### config.mk
export PLATFORM = sky130hd
export DESIGN_NAME = clb_gen2
export DESIGN_NICKNAME = d
export VERILOG_FILES = /design/src/rtl/clb_pkg.sv /design/src/rtl/clb_cfg_chain.sv /design/src/rtl/clb_luts44.sv /design/src/rtl/clb_gen2.sv
export SDC_FILE = /design/constraint.sdc
export NUM_CORES = 1
export LEC_CHECK = 0
export CORE_UTILIZATION = 60
export CTS_CLUSTER_DIAMETER = 50
export DETAILED_ROUTE_END_ITERATION = 10
export PLACE_DENSITY = 0.85
export SYNTH_ARGS = -nofsm -noshare
export SYNTH_HDL_FRONTEND = slang
export SYNTH_SLANG_ARGS = --single-unit
### constraint.sdc
create_clock -name clk -period 9.1 [get_ports clk]
set_clock_uncertainty 0.05 [all_clocks]
set_input_delay 1.82 -clock clk [delete_from_list [all_inputs] [get_ports clk]]
set_output_delay 1.82 -clock clk [all_outputs]
set_load 0.01 [all_outputs]
### src/rtl/clb_pkg.sv
// clb_pkg: shared constants for the gen2 configurable logic block.
//   LUTS44 slice geometry and the offsets of each field in the serial config
//   image. The image starts at bit 0 with the LUT tables:
//     LUT[33*n] | DFF_INIT[2n] | DFF_CEBYP[2n] | OMUX[2n] | CYINIT | CYSEL
package clb_pkg;

  localparam int LUTS44_CFG_SIZE = 33;  // two 16-entry tables + fracture bit
  localparam int LUTS44_IN_W     = 8;
  localparam int LUTS44_OUT_W    = 4;
  localparam int LUT_TAB_W       = 16;

  function automatic int init_off(input int n_slice);
    return LUTS44_CFG_SIZE * n_slice;
  endfunction

  function automatic int cebyp_off(input int n_slice);
    return init_off(n_slice) + 2 * n_slice;
  endfunction

  function automatic int omux_off(input int n_slice);
    return cebyp_off(n_slice) + 2 * n_slice;
  endfunction

  function automatic int cyinit_off(input int n_slice);
    return omux_off(n_slice) + 2 * n_slice;
  endfunction

  function automatic int cysel_off(input int n_slice);
    return cyinit_off(n_slice) + 1;
  endfunction

  function automatic int cfg_bits(input int n_slice);
    return cysel_off(n_slice) + 1;
  endfunction

endpackage

### src/rtl/clb_cfg_chain.sv
// clb_cfg_chain: serial config loader.
//   Shadow shift register (LSB word leaves on cfg_out, new word enters at MSB),
//   saturating word counter, loader FSM and the atomically committed active
//   register that drives the fabric.
// Ports: clk, crst (sync, active-high), cfg_in/cfg_we (shift), cfg_commit,
//   cfg_out (daisy-chain out), cfg_valid, cfg_act (active config image).
module clb_cfg_chain #(
  parameter int CFG_W    = 1,
  parameter int CFG_BITS = 158
) (
  input  logic                clk,
  input  logic                crst,
  input  logic [CFG_W-1:0]    cfg_in,
  input  logic                cfg_we,
  input  logic                cfg_commit,
  output logic [CFG_W-1:0]    cfg_out,
  output logic                cfg_valid,
  output logic [CFG_BITS-1:0] cfg_act
);

  localparam int CFG_WORDS = (CFG_BITS + CFG_W - 1) / CFG_W;
  localparam int CFG_SIZE  = CFG_WORDS * CFG_W;
  localparam int CNT_W     = $clog2(CFG_WORDS + 1);

  typedef enum logic [1:0] {ST_EMPTY, ST_SHIFT, ST_FULL, ST_ACTIVE} state_e;

  state_e              state, state_nxt;
  logic [CFG_SIZE-1:0] shadow;
  logic [CNT_W-1:0]    cnt;
  logic                fill_now;
  logic                do_commit;

  // The shift taking place this cycle completes (or keeps) a full image.
  assign fill_now = (cnt >= CNT_W'(CFG_WORDS - 1));

  always_ff @(posedge clk) begin
    if (crst) state <= ST_EMPTY;
    else      state <= state_nxt;
  end

  always_comb begin
    state_nxt = state;
    if (cfg_we)                               state_nxt = fill_now ? ST_FULL : ST_SHIFT;
    else if (state == ST_FULL && cfg_commit)  state_nxt = ST_ACTIVE;
  end

  // A shift always wins over a simultaneous commit.
  always_comb begin
    do_commit = (state == ST_FULL) && cfg_commit && !cfg_we;
  end

  always_ff @(posedge clk) begin
    if (crst) begin
      shadow  <= '0;
      cfg_out <= '0;
      cnt     <= '0;
    end else if (cfg_we) begin
      shadow  <= {cfg_in, shadow[CFG_SIZE-1:CFG_W]};
      cfg_out <= shadow[CFG_W-1:0];
      if (cnt != CNT_W'(CFG_WORDS)) cnt <= cnt + CNT_W'(1);
    end else if (do_commit) begin
      cnt <= '0;
    end
  end

  // Active image is untouched while a new one is being shifted in.
  always_ff @(posedge clk) begin
    if (crst) begin
      cfg_act   <= '0;
      cfg_valid <= 1'b0;
    end else if (do_commit) begin
      cfg_act   <= shadow[CFG_BITS-1:0];
      cfg_valid <= 1'b1;
    end
  end

endmodule

### src/rtl/clb_luts44.sv
// clb_luts44: one LUTS44 slice, 8 inputs / 4 outputs / 33 config bits.
//   cfg[15:0]  table A (inputs lin[3:0])
//   cfg[31:16] table B (inputs lin[7:4])
//   cfg[32]    fracture: 1 -> each table splits into two LUT3 halves
//   lout[0] = A full LUT4, or A low half when fractured
//   lout[1] = A high half (indexed by lin[2:0])
//   lout[2], lout[3] = same for table B on lin[6:4]
// Ports: cfg (slice config), lin (slice inputs), lout (slice outputs).
module clb_luts44
  import clb_pkg::*;
(
  input  logic [LUTS44_CFG_SIZE-1:0] cfg,
  input  logic [LUTS44_IN_W-1:0]     lin,
  output logic [LUTS44_OUT_W-1:0]    lout
);

  logic [LUT_TAB_W-1:0] tab_a, tab_b;
  logic                 frac;

  assign tab_a = cfg[LUT_TAB_W-1:0];
  assign tab_b = cfg[2*LUT_TAB_W-1:LUT_TAB_W];
  assign frac  = cfg[2*LUT_TAB_W];

  assign lout[0] = frac ? tab_a[{1'b0, lin[2:0]}] : tab_a[lin[3:0]];
  assign lout[1] = tab_a[{1'b1, lin[2:0]}];
  assign lout[2] = frac ? tab_b[{1'b0, lin[6:4]}] : tab_b[lin[7:4]];
  assign lout[3] = tab_b[{1'b1, lin[6:4]}];

endmodule

### src/rtl/clb_gen2.sv
// clb_gen2: second-generation configurable logic block.
//   N_SLICE LUTS44 slices -> 2*N_SLICE-bit ripple carry -> output muxes -> DFFs,
//   all configured from a serially loaded, atomically committed image.
// Ports: clk, crst (sync config/system reset), I (LUT inputs), CIN/COUT (carry),
//   COMB_O (DFF D values), SYNC_O (DFF Q), RST/CE (fabric DFF control),
//   cfg_in/cfg_we/cfg_commit/cfg_out/cfg_valid (config chain).
module clb_gen2
  import clb_pkg::*;
#(
  parameter int N_SLICE = 4,
  parameter int CFG_W   = 1
) (
  input  logic                       clk,
  input  logic                       crst,
  input  logic [LUTS44_IN_W*N_SLICE-1:0] I,
  input  logic                       CIN,
  output logic                       COUT,
  output logic [2*N_SLICE-1:0]       COMB_O,
  output logic [2*N_SLICE-1:0]       SYNC_O,
  input  logic                       RST,
  input  logic                       CE,
  input  logic [CFG_W-1:0]           cfg_in,
  input  logic                       cfg_we,
  input  logic                       cfg_commit,
  output logic [CFG_W-1:0]           cfg_out,
  output logic                       cfg_valid
);

  localparam int OW       = 2 * N_SLICE;
  localparam int CFG_BITS = cfg_bits(N_SLICE);
  localparam int INIT_O   = init_off(N_SLICE);
  localparam int CEBYP_O  = cebyp_off(N_SLICE);
  localparam int OMUX_O   = omux_off(N_SLICE);
  localparam int CYINIT_O = cyinit_off(N_SLICE);
  localparam int CYSEL_O  = cysel_off(N_SLICE);

  logic [CFG_BITS-1:0] act;
  logic [OW-1:0]       dff_init, dff_cebyp, omux;
  logic                cyinit, cysel;

  clb_cfg_chain #(.CFG_W(CFG_W), .CFG_BITS(CFG_BITS)) u_chain (
    .clk        (clk),
    .crst       (crst),
    .cfg_in     (cfg_in),
    .cfg_we     (cfg_we),
    .cfg_commit (cfg_commit),
    .cfg_out    (cfg_out),
    .cfg_valid  (cfg_valid),
    .cfg_act    (act)
  );

  assign dff_init  = act[INIT_O  +: OW];
  assign dff_cebyp = act[CEBYP_O +: OW];
  assign omux      = act[OMUX_O  +: OW];
  assign cyinit    = act[CYINIT_O];
  assign cysel     = act[CYSEL_O];

  // Slices: even output of each LUT pair is propagate, odd is generate.
  logic [N_SLICE-1:0][LUTS44_OUT_W-1:0] lut_out;
  logic [OW-1:0]                        p, g, s, d;
  logic [OW:0]                          c;

  for (genvar k = 0; k < N_SLICE; k++) begin : g_slice
    clb_luts44 u_slice (
      .cfg  (act[k*LUTS44_CFG_SIZE +: LUTS44_CFG_SIZE]),
      .lin  (I[k*LUTS44_IN_W +: LUTS44_IN_W]),
      .lout (lut_out[k])
    );
    assign p[2*k]   = lut_out[k][0];
    assign g[2*k]   = lut_out[k][1];
    assign p[2*k+1] = lut_out[k][2];
    assign g[2*k+1] = lut_out[k][3];
  end

  // Ripple carry: propagate passes c[i], otherwise generate decides.
  always_comb begin
    c    = '0;
    c[0] = cysel ? cyinit : CIN;
    for (int i = 0; i < OW; i++) c[i+1] = p[i] ? c[i] : g[i];
  end

  for (genvar i = 0; i < OW; i++) begin : g_bit
    assign s[i] = p[i] ^ c[i];
    assign d[i] = omux[i] ? s[i] : p[i];
  end

  assign COMB_O = cfg_valid ? d : '0;
  assign COUT   = cfg_valid & c[OW];

  // DFFs: RST loads the configured init value; CE-bypass bits ignore CE.
  // A commit leaves Q alone; the new init value applies on the next RST.
  logic [OW-1:0] q, q_en;

  assign q_en = {OW{CE}} | dff_cebyp;

  always_ff @(posedge clk) begin
    if (crst || !cfg_valid) q <= '0;
    else if (RST)           q <= dff_init;
    else                    q <= (d & q_en) | (q & ~q_en);
  end

  assign SYNC_O = q;

endmodule
==> results of run 1 <==
cells by family (layout without fill, tap and decap cells):
logic type	Yosys count	in the layout	synth area share, %
compound gates	219	219	8.902
flops	336	336	50.06
mux	218	218	18.81
fa+ha+maj	4	4	0.3725
buf+inv	111	134	3.157
xor+xnor	8	8	0.5215
simple gates	602	602	18.18
routing by layer:
layer  routed length [um]  up-vias
li1                     -     5041
met1                12210     4884
met2                13140      201
met3                 1062       60
met4                  694        0
met5                    0        -
worst min path at each step:
stage	start	end	slack, ps
after floorplan	u_chain.cfg_act[43]$_SDFFE_PP0P_	u_chain.cfg_act[43]$_SDFFE_PP0P_	380
after global placement	u_chain.cfg_act[153]$_SDFFE_PP0P_	u_chain.cfg_act[153]$_SDFFE_PP0P_	390
after detailed placement	u_chain.cfg_act[44]$_SDFFE_PP0P_	u_chain.cfg_act[44]$_SDFFE_PP0P_	390
after CTS	u_chain.cfg_act[44]$_SDFFE_PP0P_	u_chain.cfg_act[44]$_SDFFE_PP0P_	400
after global routing	u_chain.cfg_act[138]$_SDFFE_PP0P_	SYNC_O[6]$_SDFF_PP0_	420
final	u_chain.cfg_act[44]$_SDFFE_PP0P_	u_chain.cfg_act[44]$_SDFFE_PP0P_	400
layout make-up:
cell class	instances	area share, %
Sequential cell	336	44.23
Multi-Input combinational cell	1051	41.45
Clock inverter	7	0.6582
Timing Repair Buffer	64	4.171
Clock buffer	51	6.894
Inverter	12	0.2962
Tap cell	280	2.304
registers in the layout, indices dropped and copies added, names as in the netlist, named ones only:
| signal | cells |
|---|---|
| u_chain.cfg_valid | 1 |
| SYNC_O | 3 |
| u_chain.cnt | 8 |
| u_chain.cfg_out | 1 |
| u_chain.cfg_act | 158 |
| u_chain.state | 2 |
| u_chain.shadow | 158 |
worst max-delay path, cell delays in order:
cell and delay, ps:
clkdlybuf4s50_1 540, mux4_1 560, mux2i_1 350, or3_4 210
and3b_2 210, nor4_1 540, a21oi_1 210, o21ai_1 190
xor2_1 200, and2_1 150, clkdlybuf4s50_1 530
power breakdown:
part           internal [mW]  switching, mW  total [mW]
clock network          0.855          0.548        1.40
logic                 0.0477         0.0679       0.116
registers               1.47        0.00165        1.47
through the flow:
stage	std cells	worst slack (ps)	hold WS (ps)	util [%]
floorplan	1498	3195	381.5	-
global placement	1743	1727	387.4	64.23
detailed placement	1743	1703	393.9	64.23
CTS	1801	1692	401.5	69.47
global route	1801	1514	418.8	69.47
finish	1801	1700	398.7	69.47
placed cells by master (no fill, tap or decap), types with 6 or more instances in the layout:
cell,Yosys,layout
clkbuf_16,0,37
clkdlybuf4s50_1,0,56
inv_1,12,12
o21ai_0,9,9
clkbuf_8,0,8
buf_4,0,6
and2_1,8,8
xor2_1,6,6
nand2_1,340,340
nand3b_1,6,6
mux4_2,24,24
nor2_1,191,191
mux2i_1,182,182
nor2b_1,10,10
nand3_1,15,14
clkbuf_1,86,7
mux2_2,8,8
dfxtp_1,336,336
a21oi_1,177,177
==> impl_metrics.csv, run 1 <==
group,metric,value,unit
floorplan,die_h,151.6,um
finish,fin_area,15210,um^2
sta,tns,0,ps
placement,hpwl,16640,um
grt,use_met1,30.30,%
power_and_ir_drop,vdd_ir_drop_max,0.1728,mV
finish,nNetsFinal,1544,
floorplan,core_area,21890,um^2
routing,vias,10190,
cts,clkTransAtPathRegs,60,ps
cts,clock_latency,500,ps
critical_path,arrival,5530,ps
cts,hold_buffers,0,
synthesis,syn_area,13440,um^2
critical_path,cp-start-kind,"primary input",
synthesis,syn-num-nets,1542,
grt,met3_usage,4.192,%
placement,dpl_cell_area,14060,um^2
synthesis,synthTopCellsByCount,"nand2_1 (340), dfxtp_1 (336), nor2_1 (191), mux2i_1 (182), a21oi_1 (177)",
cts,cts_made_buffers,35,
grt,grt.busiest_layer,"met2",
finish,multi_input_area,6304,um^2
grt,grtUsageTotal,23.52,%
run,drv_cap,0,
grt,grt_pass1_wl,44210,um
finish,area_growth,13.19,%
critical_path,worstSetupEndpointType,"output port",
cts,clk_path_buf_depth,3,
grt,grt_pass1_vias,9459,
grt,gr-total-overflow,0,
synthesis,synth_ff_type,"dfxtp_1",
grt,grtUsageMet2,39.27,%
critical_path,reg2regPathDepth,6,
grt,antenna_found_initial,0,
sta,fmaxAchievable,135.1,MHz
sta,period_share,81.32,%
grt,grt_max_degree,161,
sta,setup_viol,0,
finish,layout-drive-gt1-share,6.575,%
synthesis,ys_ff_latch,336,
status,status,"finished clean",
power_and_ir_drop,p_total,2.993,mW
sta,tightest_slew,1146,ps
cts,root_buffer,"clkbuf_16",
floorplan,std_cell_rows,54,
critical_path,crit_start,"I[9]",
min_path,holdCritPathClass,"flip-flop to flip-flop",
routing,drc_errors,0,
sta,slew_headroom,23.63,%
sta,finalHoldViolCount,0,
placement,portBuffers,58,
critical_path,r2r-start,"u_chain.state[1]$_SDFFE_PP0P_",
synthesis,async_flop_share,0,%
floorplan,die_area,23000,um^2
synthesis,synth.top_cell.area_share,50.06,%
critical_path,rrSetupSlack,6050,ps
synthesis,synth_cells,1498,
floorplan,pin_count,59,
routing,drtPass1Iterations,7,
critical_path,worstSetupPathType,"primary input to output port",
synthesis,yosysTopAreaCell,"dfxtp_1",
sta,drv_slew,0,
critical_path,crit_fanout,4,
routing,avgViaCountPerCell,5.656,
synthesis,synth_edf_count,0,
critical_path,crit_end,"COMB_O[7]",
routing,drt_iter0_markers,684,
sta,rsz0062_at_grt,"no",
synthesis,synth.distinct_cells,53,
routing,ant_nets,0,
cts,cts_tree,"built",
synthesis,ys_seq_area_share,50.06,%
synthesis,syn_area_per_cell,8.970,um^2
power_and_ir_drop,power.leakage,5.789,nW
cts,cts_resized,0,
synthesis,synth-warning-count,0,
finish,nFillCells,1584,
min_path,hold_depth,2,
critical_path,required,7230,ps
floorplan,fp.dieW,151.6,um
routing,wl_per_cell,15.05,um
synthesis,yosysMostFrequentCell,"nand2_1",
finish,antenna-diode-count,0,
critical_path,r2r_end,"u_chain.cfg_act[2]$_SDFFE_PP0P_",
finish,seq_area,6726,um^2
cts,postCtsSetupBuffers,0,
cts,clock-sinks,336,
sta,final.min_clock_period,7400,ps
cts,cts_max_level,2,
floorplan,initial_core_util,61.38,%
routing,routed_wl,27110,um
synthesis,synthTopCellsByArea,"dfxtp_1 (50%), mux2i_1 (14%), nand2_1 (9.5%)",
power_and_ir_drop,power_per_cell_area,196.8,nW/um^2
placement,finalWeightedCongestion,0.8269,
Note: power is estimated with default switching activity, not from simulation.
==> run 2, diff against run 1 <==
CORE_UTILIZATION = 54   (was 60)
PLACE_DENSITY = 0.81   (was 0.85)
clock period = 6.1 ns   (was 9.1 ns; I/O delays follow)
==> impl_metrics.csv, run 2 (same netlist as run 1, synthesis figures left out) <==
group,metric,value,unit
sta,hold_slack,401.3,ps
sta,slew_headroom,26.38,%
power_and_ir_drop,netSwitchingFraction,21.21,%
power_and_ir_drop,p_seq_share,49.8,%
power_and_ir_drop,power.leakage,5.800,nW
sta,drv_slew,0,
finish,nFillCells,1992,
routing,drt_iter0_markers,741,
grt,gr-total-overflow,0,
sta,fmaxAchievable,168.1,MHz
critical_path,required,4830,ps
sta,rsz0062_at_grt,"no",
cts,cts_resized,0,
power_and_ir_drop,power_frac_clock,46.3,%
finish,mostFrequentLayoutCells,"nand2_1 (340), dfxtp_1 (336), nor2_1 (191), mux2i_1 (181), a21oi_1 (176)",
placement,portBuffers,58,
routing,ant_nets,0,
cts,clkTransAtPathRegs,60,ps
finish,area_growth,13.79,%
routing,routed_wl,27020,um
grt,grtUsageTotal,21.05,%
power_and_ir_drop,combPwrFrac,3.9,%
finish,layout_commonest_cell,"nand2_1",
grt,grt_max_degree,174,
routing,wl_per_cell,14.62,um
finish,fin_area,15290,um^2
power_and_ir_drop,p_total,4.418,mW
cts,cts_tree,"built",
cts,postCtsSetupBuffers,0,
power_and_ir_drop,power.switching,0.9371,mW
sta,setup_slack,151.9,ps
min_path,holdCritPathClass,"flip-flop to flip-flop",
placement,hpwl,16010,um
power_and_ir_drop,p_int,3.481,mW
finish,instances_no_fill,1848,
floorplan,die_h,159.7,um
sta,setup_viol,0,
cts,cts_max_level,2,
floorplan,fp.dieW,159.7,um
routing,drtPass1Iterations,5,
routing,avgViaCountPerCell,5.469,
critical_path,cp-start-kind,"primary input",
sta,final.min_clock_period,5948,ps
cts,hold_buffers,0,
critical_path,worstSetupPathType,"primary input to output port",
cts,cts_made_buffers,35,
cts,clk_path_buf_depth,3,
critical_path,arrival,4680,ps
finish,layout-drive-gt1-share,6.955,%
run,drv_cap,0,
finish,reg_top3,"u_chain.cfg_act (158), u_chain.shadow (158), u_chain.cnt (8)",
floorplan,std_cell_rows,57,
cts,clock_latency,510,ps
critical_path,worstSetupEndpointType,"output port",
grt,grt_pass1_wl,45260,um
floorplan,core_area,24390,um^2
placement,finalWeightedCongestion,0.8196,
cts,root_buffer,"clkbuf_16",
floorplan,initial_core_util,55.09,%
grt,antenna_found_initial,0,
sta,period_share,97.51,%
finish,antenna-diode-count,0,
status,status,"finished clean",
floorplan,die_area,25520,um^2
routing,drc_errors,0,
sta,tightest_slew,1104,ps
floorplan,pin_count,59,
power_and_ir_drop,vdd_ir_drop_max,0.1732,mV
placement,dpl_cell_area,14170,um^2
power_and_ir_drop,power_per_cell_area,289.0,nW/um^2
critical_path,crit_fanout,6,
grt,grt_pass1_vias,9511,
placement,dp_slack,87.94,ps
cts,clock-sinks,336,
sta,tns,0,ps
sta,finalHoldViolCount,0,
finish,nNetsFinal,1546,
finish,fin_util,62.69,%
placement,placedCellCount,1789,
routing,vias,10110,
==> run 2: changes by cell type in the layout (fill, tap and decap cells not counted), sizes merged <==
cell           previous run  this run
clkbuf                   52        47
clkinv                    5        10
buf                       7         9
clkdlybuf4s50            56        55
clkinvlp                  0         1
dlymetal6s2s              0         1
==> run 2: routing by layer <==
metal  vias to the layer above  share of wire (%)  global-route usage (%)
met1                      4853                 45                   27.07
met2                       175                 49                   35.95
met4                         0                2.0                   6.774
met3                        43                4.3                   3.558
li1                       5035                  -                       -
met5                         -                  0                       0
==> run 2: path summary, 6_finish.rpt <==
| kind | startpoint | endpoint | slack (ps) | cells past startpoint |
|---|---|---|---|---|
| min reg2reg | u_chain.cfg_act[136]$_SDFFE_PP0P_ | SYNC_O[4]$_SDFF_PP0_ | 400 | 2 |
| max | I[10] | COMB_O[7] | 150 | 12 |
| min | u_chain.cfg_act[136]$_SDFFE_PP0P_ | SYNC_O[4]$_SDFF_PP0_ | 400 | 2 |
| max reg2reg | u_chain.cfg_act[40]$_SDFFE_PP0P_ | flip-flop | 3220 | 11 |
==> run 2: layout make-up <==
class	instances	area, um^2	area share, %
Clock buffer	46	979.7	6.408
Clock inverter	13	117.6	0.7692
Inverter	12	45.04	0.2946
Multi-Input combinational cell	1051	6326	41.37
Sequential cell	336	6726	43.99
Tap cell	324	405.4	2.651
Timing Repair Buffer	66	689.4	4.509
==> run 2: worst max-delay path, cell delays in order <==
cell and delay (ps):
clkdlybuf4s50_1 610, mux2_2 370, mux4_2 510, or3_4 360
and3b_2 250, nor4_1 50, buf_4 150, a21oi_2 190
o21ai_1 110, xor2_1 160, and2_1 140, clkdlybuf4s50_1 540
==> run 2: power by group through the flow <==
stage               Clock (mW)  Combinational [mW]  Sequential, mW
finish                    2.05               0.174            2.20
global route              2.18               0.188            2.20
CTS                       2.08               0.174            2.20
detailed placement           0               0.173            2.25
global placement             0               0.171            2.25
floorplan                    0               0.118            2.25
==> run 3, diff against run 2 <==
CORE_UTILIZATION = 60   (was 54)
CTS_CLUSTER_DIAMETER = default   (was 50)
PLACE_DENSITY = 0.85   (was 0.81)
clock period = 6.9 ns   (was 6.1 ns; I/O delays follow)
==> impl_metrics.csv, run 3 (same netlist as run 1, synthesis figures left out) <==
group,metric,value,unit
finish,fin_util,69.79,%
floorplan,die_h,151.6,um
routing,avgViaCountPerCell,5.645,
sta,fmaxAchievable,152.9,MHz
cts,postCtsSetupBuffers,0,
grt,grt_pass1_wl,45940,um
finish,nFillCells,1556,
sta,setup_slack,360.4,ps
critical_path,cp-start-kind,"primary input",
cts,cts_tree,"built",
critical_path,path_delay_family,"buffers and inverters",
sta,finalHoldViolCount,0,
finish,nNetsFinal,1542,
critical_path,path_cells,"clkdlybuf4s50_1 -> mux4_2 -> mux2_2 -> nor4b_1 -> o211a_1 -> nor4_1 -> a21oi_1 -> o21ai_1 -> xor2_1 -> and2_1 -> clkdlybuf4s50_1",
floorplan,initial_core_util,61.38,%
cts,clock-sinks,336,
finish,multi_input_area,6304,um^2
finish,area_growth,13.70,%
critical_path,worstSetupPathType,"primary input to output port",
power_and_ir_drop,power.leakage,5.810,nW
routing,drt_iter0_markers,700,
cts,hold_buffers,0,
critical_path,crit_fanout,4,
run,drv_cap,0,
power_and_ir_drop,power_per_cell_area,265.8,nW/um^2
finish,layout-drive-gt1-share,6.776,%
placement,dp_slack,366.8,ps
cts,clkTransAtPathRegs,60,ps
grt,grt_pass1_vias,9695,
placement,hpwl,16460,um
grt,antenna_found_initial,0,
cts,clock_latency,510,ps
critical_path,cpPeakStageDelay,600,ps
routing,ant_nets,0,
floorplan,pin_count,59,
floorplan,std_cell_rows,54,
finish,fin_area,15280,um^2
cts,root_buffer,"clkbuf_16",
status,status,"finished clean",
routing,routed_wl,27930,um
min_path,holdCritPathClass,"flip-flop to flip-flop",
sta,slew_headroom,21.12,%
grt,gr-total-overflow,0,
routing,wl_per_cell,15.52,um
cts,cts_max_level,2,
finish,antenna-diode-count,0,
critical_path,cp_common_cell,"clkdlybuf4s50_1",
cts,cts_made_buffers,34,
finish,seq_area,6726,um^2
sta,final.min_clock_period,6540,ps
sta,tns,0,ps
power_and_ir_drop,vdd_ir_drop_max,0.2267,mV
cts,cts_resized,0,
finish,layout_commonest_cell,"nand2_1",
placement,finalWeightedCongestion,0.8237,
grt,grtUsageTotal,24.58,%
grt,grt_max_degree,154,
floorplan,fp.dieW,151.6,um
sta,drv_slew,0,
cts,clk_path_buf_depth,3,
routing,drc_errors,0,
floorplan,die_area,23000,um^2
placement,dpl_cell_area,14060,um^2
sta,period_share,94.78,%
critical_path,arrival,5110,ps
sta,setup_viol,0,
critical_path,required,5470,ps
critical_path,cp_slowest_cell,"clkdlybuf4s50_1",
critical_path,worstSetupEndpointType,"output port",
routing,vias,10160,
finish,reg_top3,"u_chain.cfg_act (158), u_chain.shadow (158), u_chain.cnt (8)",
power_and_ir_drop,p_total,4.061,mW
sta,rsz0062_at_grt,"no",
placement,portBuffers,58,
floorplan,core_area,21890,um^2
routing,drtPass1Iterations,5,
finish,mostFrequentLayoutCells,"nand2_1 (340), dfxtp_1 (336), nor2_1 (191), mux2i_1 (182), a21oi_1 (177)",
critical_path,path_buf_inv,2,
sta,tightest_slew,1183,ps
==> run 3: cell count changes in the layout (fill, tap and decap cells not counted), sizes merged <==
cell,previous run,this run
clkinvlp,1,3
bufinv,2,5
dlymetal6s2s,1,0
clkinv,10,4
buf,9,6
clkdlybuf4s50,55,56
==> run 3: where the power goes <==
part | internal [mW] | total, mW | switching (mW) | leakage, nW
registers | 1.94 | 1.94 | 0.00216 | 2.71
logic | 0.0630 | 0.153 | 0.0900 | 2.52
clock network | 1.22 | 1.96 | 0.743 | 0.589
total | 3.23 | 4.06 | 0.835 | 5.81
==> run 3: metal layers <==
layer / track usage, % / wire, um / vias up
li1: - / - / 5036
met1: 32.26 / 12550 / 4881
met2: 41.05 / 13630 / 195
met3: 4.581 / 1178 / 49
met4: 7.376 / 571 / 0
met5: 0 / 0 / -
==> run 3: through the flow <==
stage / hold WS, ps / cells
floorplan: 381.5 / 1498
global placement: 387.2 / 1742
detailed placement: 392.4 / 1742
CTS: 400.6 / 1800
global route: 415.5 / 1800
finish: 400.3 / 1800
==> run 3: worst min-delay path, delay by kind of cell, from the launching register on <==
family,cells,cell delay [ps]
AO/OA/AOI/OAI,1,50
flip-flops,1,310
AND/OR/NAND/NOR,1,50
==> run 3: layout make-up <==
| type | count | area share, % |
|---|---|---|
| timing repair buffer | 63 | 4.185 |
| clock buffer | 46 | 6.675 |
| clock inverter | 12 | 1.261 |
| inverter | 12 | 0.2948 |
| multi-input combinational | 1051 | 41.26 |
| tap | 280 | 2.293 |
| sequential | 336 | 44.03 |
==> run 3: worst paths after layout <==
path | from | slack, ps | to | cells past startpoint
worst min register to register | u_chain.cfg_act[43]$_SDFFE_PP0P_ | 400 | u_chain.cfg_act[43]$_SDFFE_PP0P_ | 2
worst min-delay path | u_chain.cfg_act[43]$_SDFFE_PP0P_ | 400 | u_chain.cfg_act[43]$_SDFFE_PP0P_ | 2
worst max register to register | u_chain.cfg_act[44]$_SDFFE_PP0P_ | 3960 | flip-flop | 9
worst max-delay path | I[13] | 360 | COMB_O[7] | 11
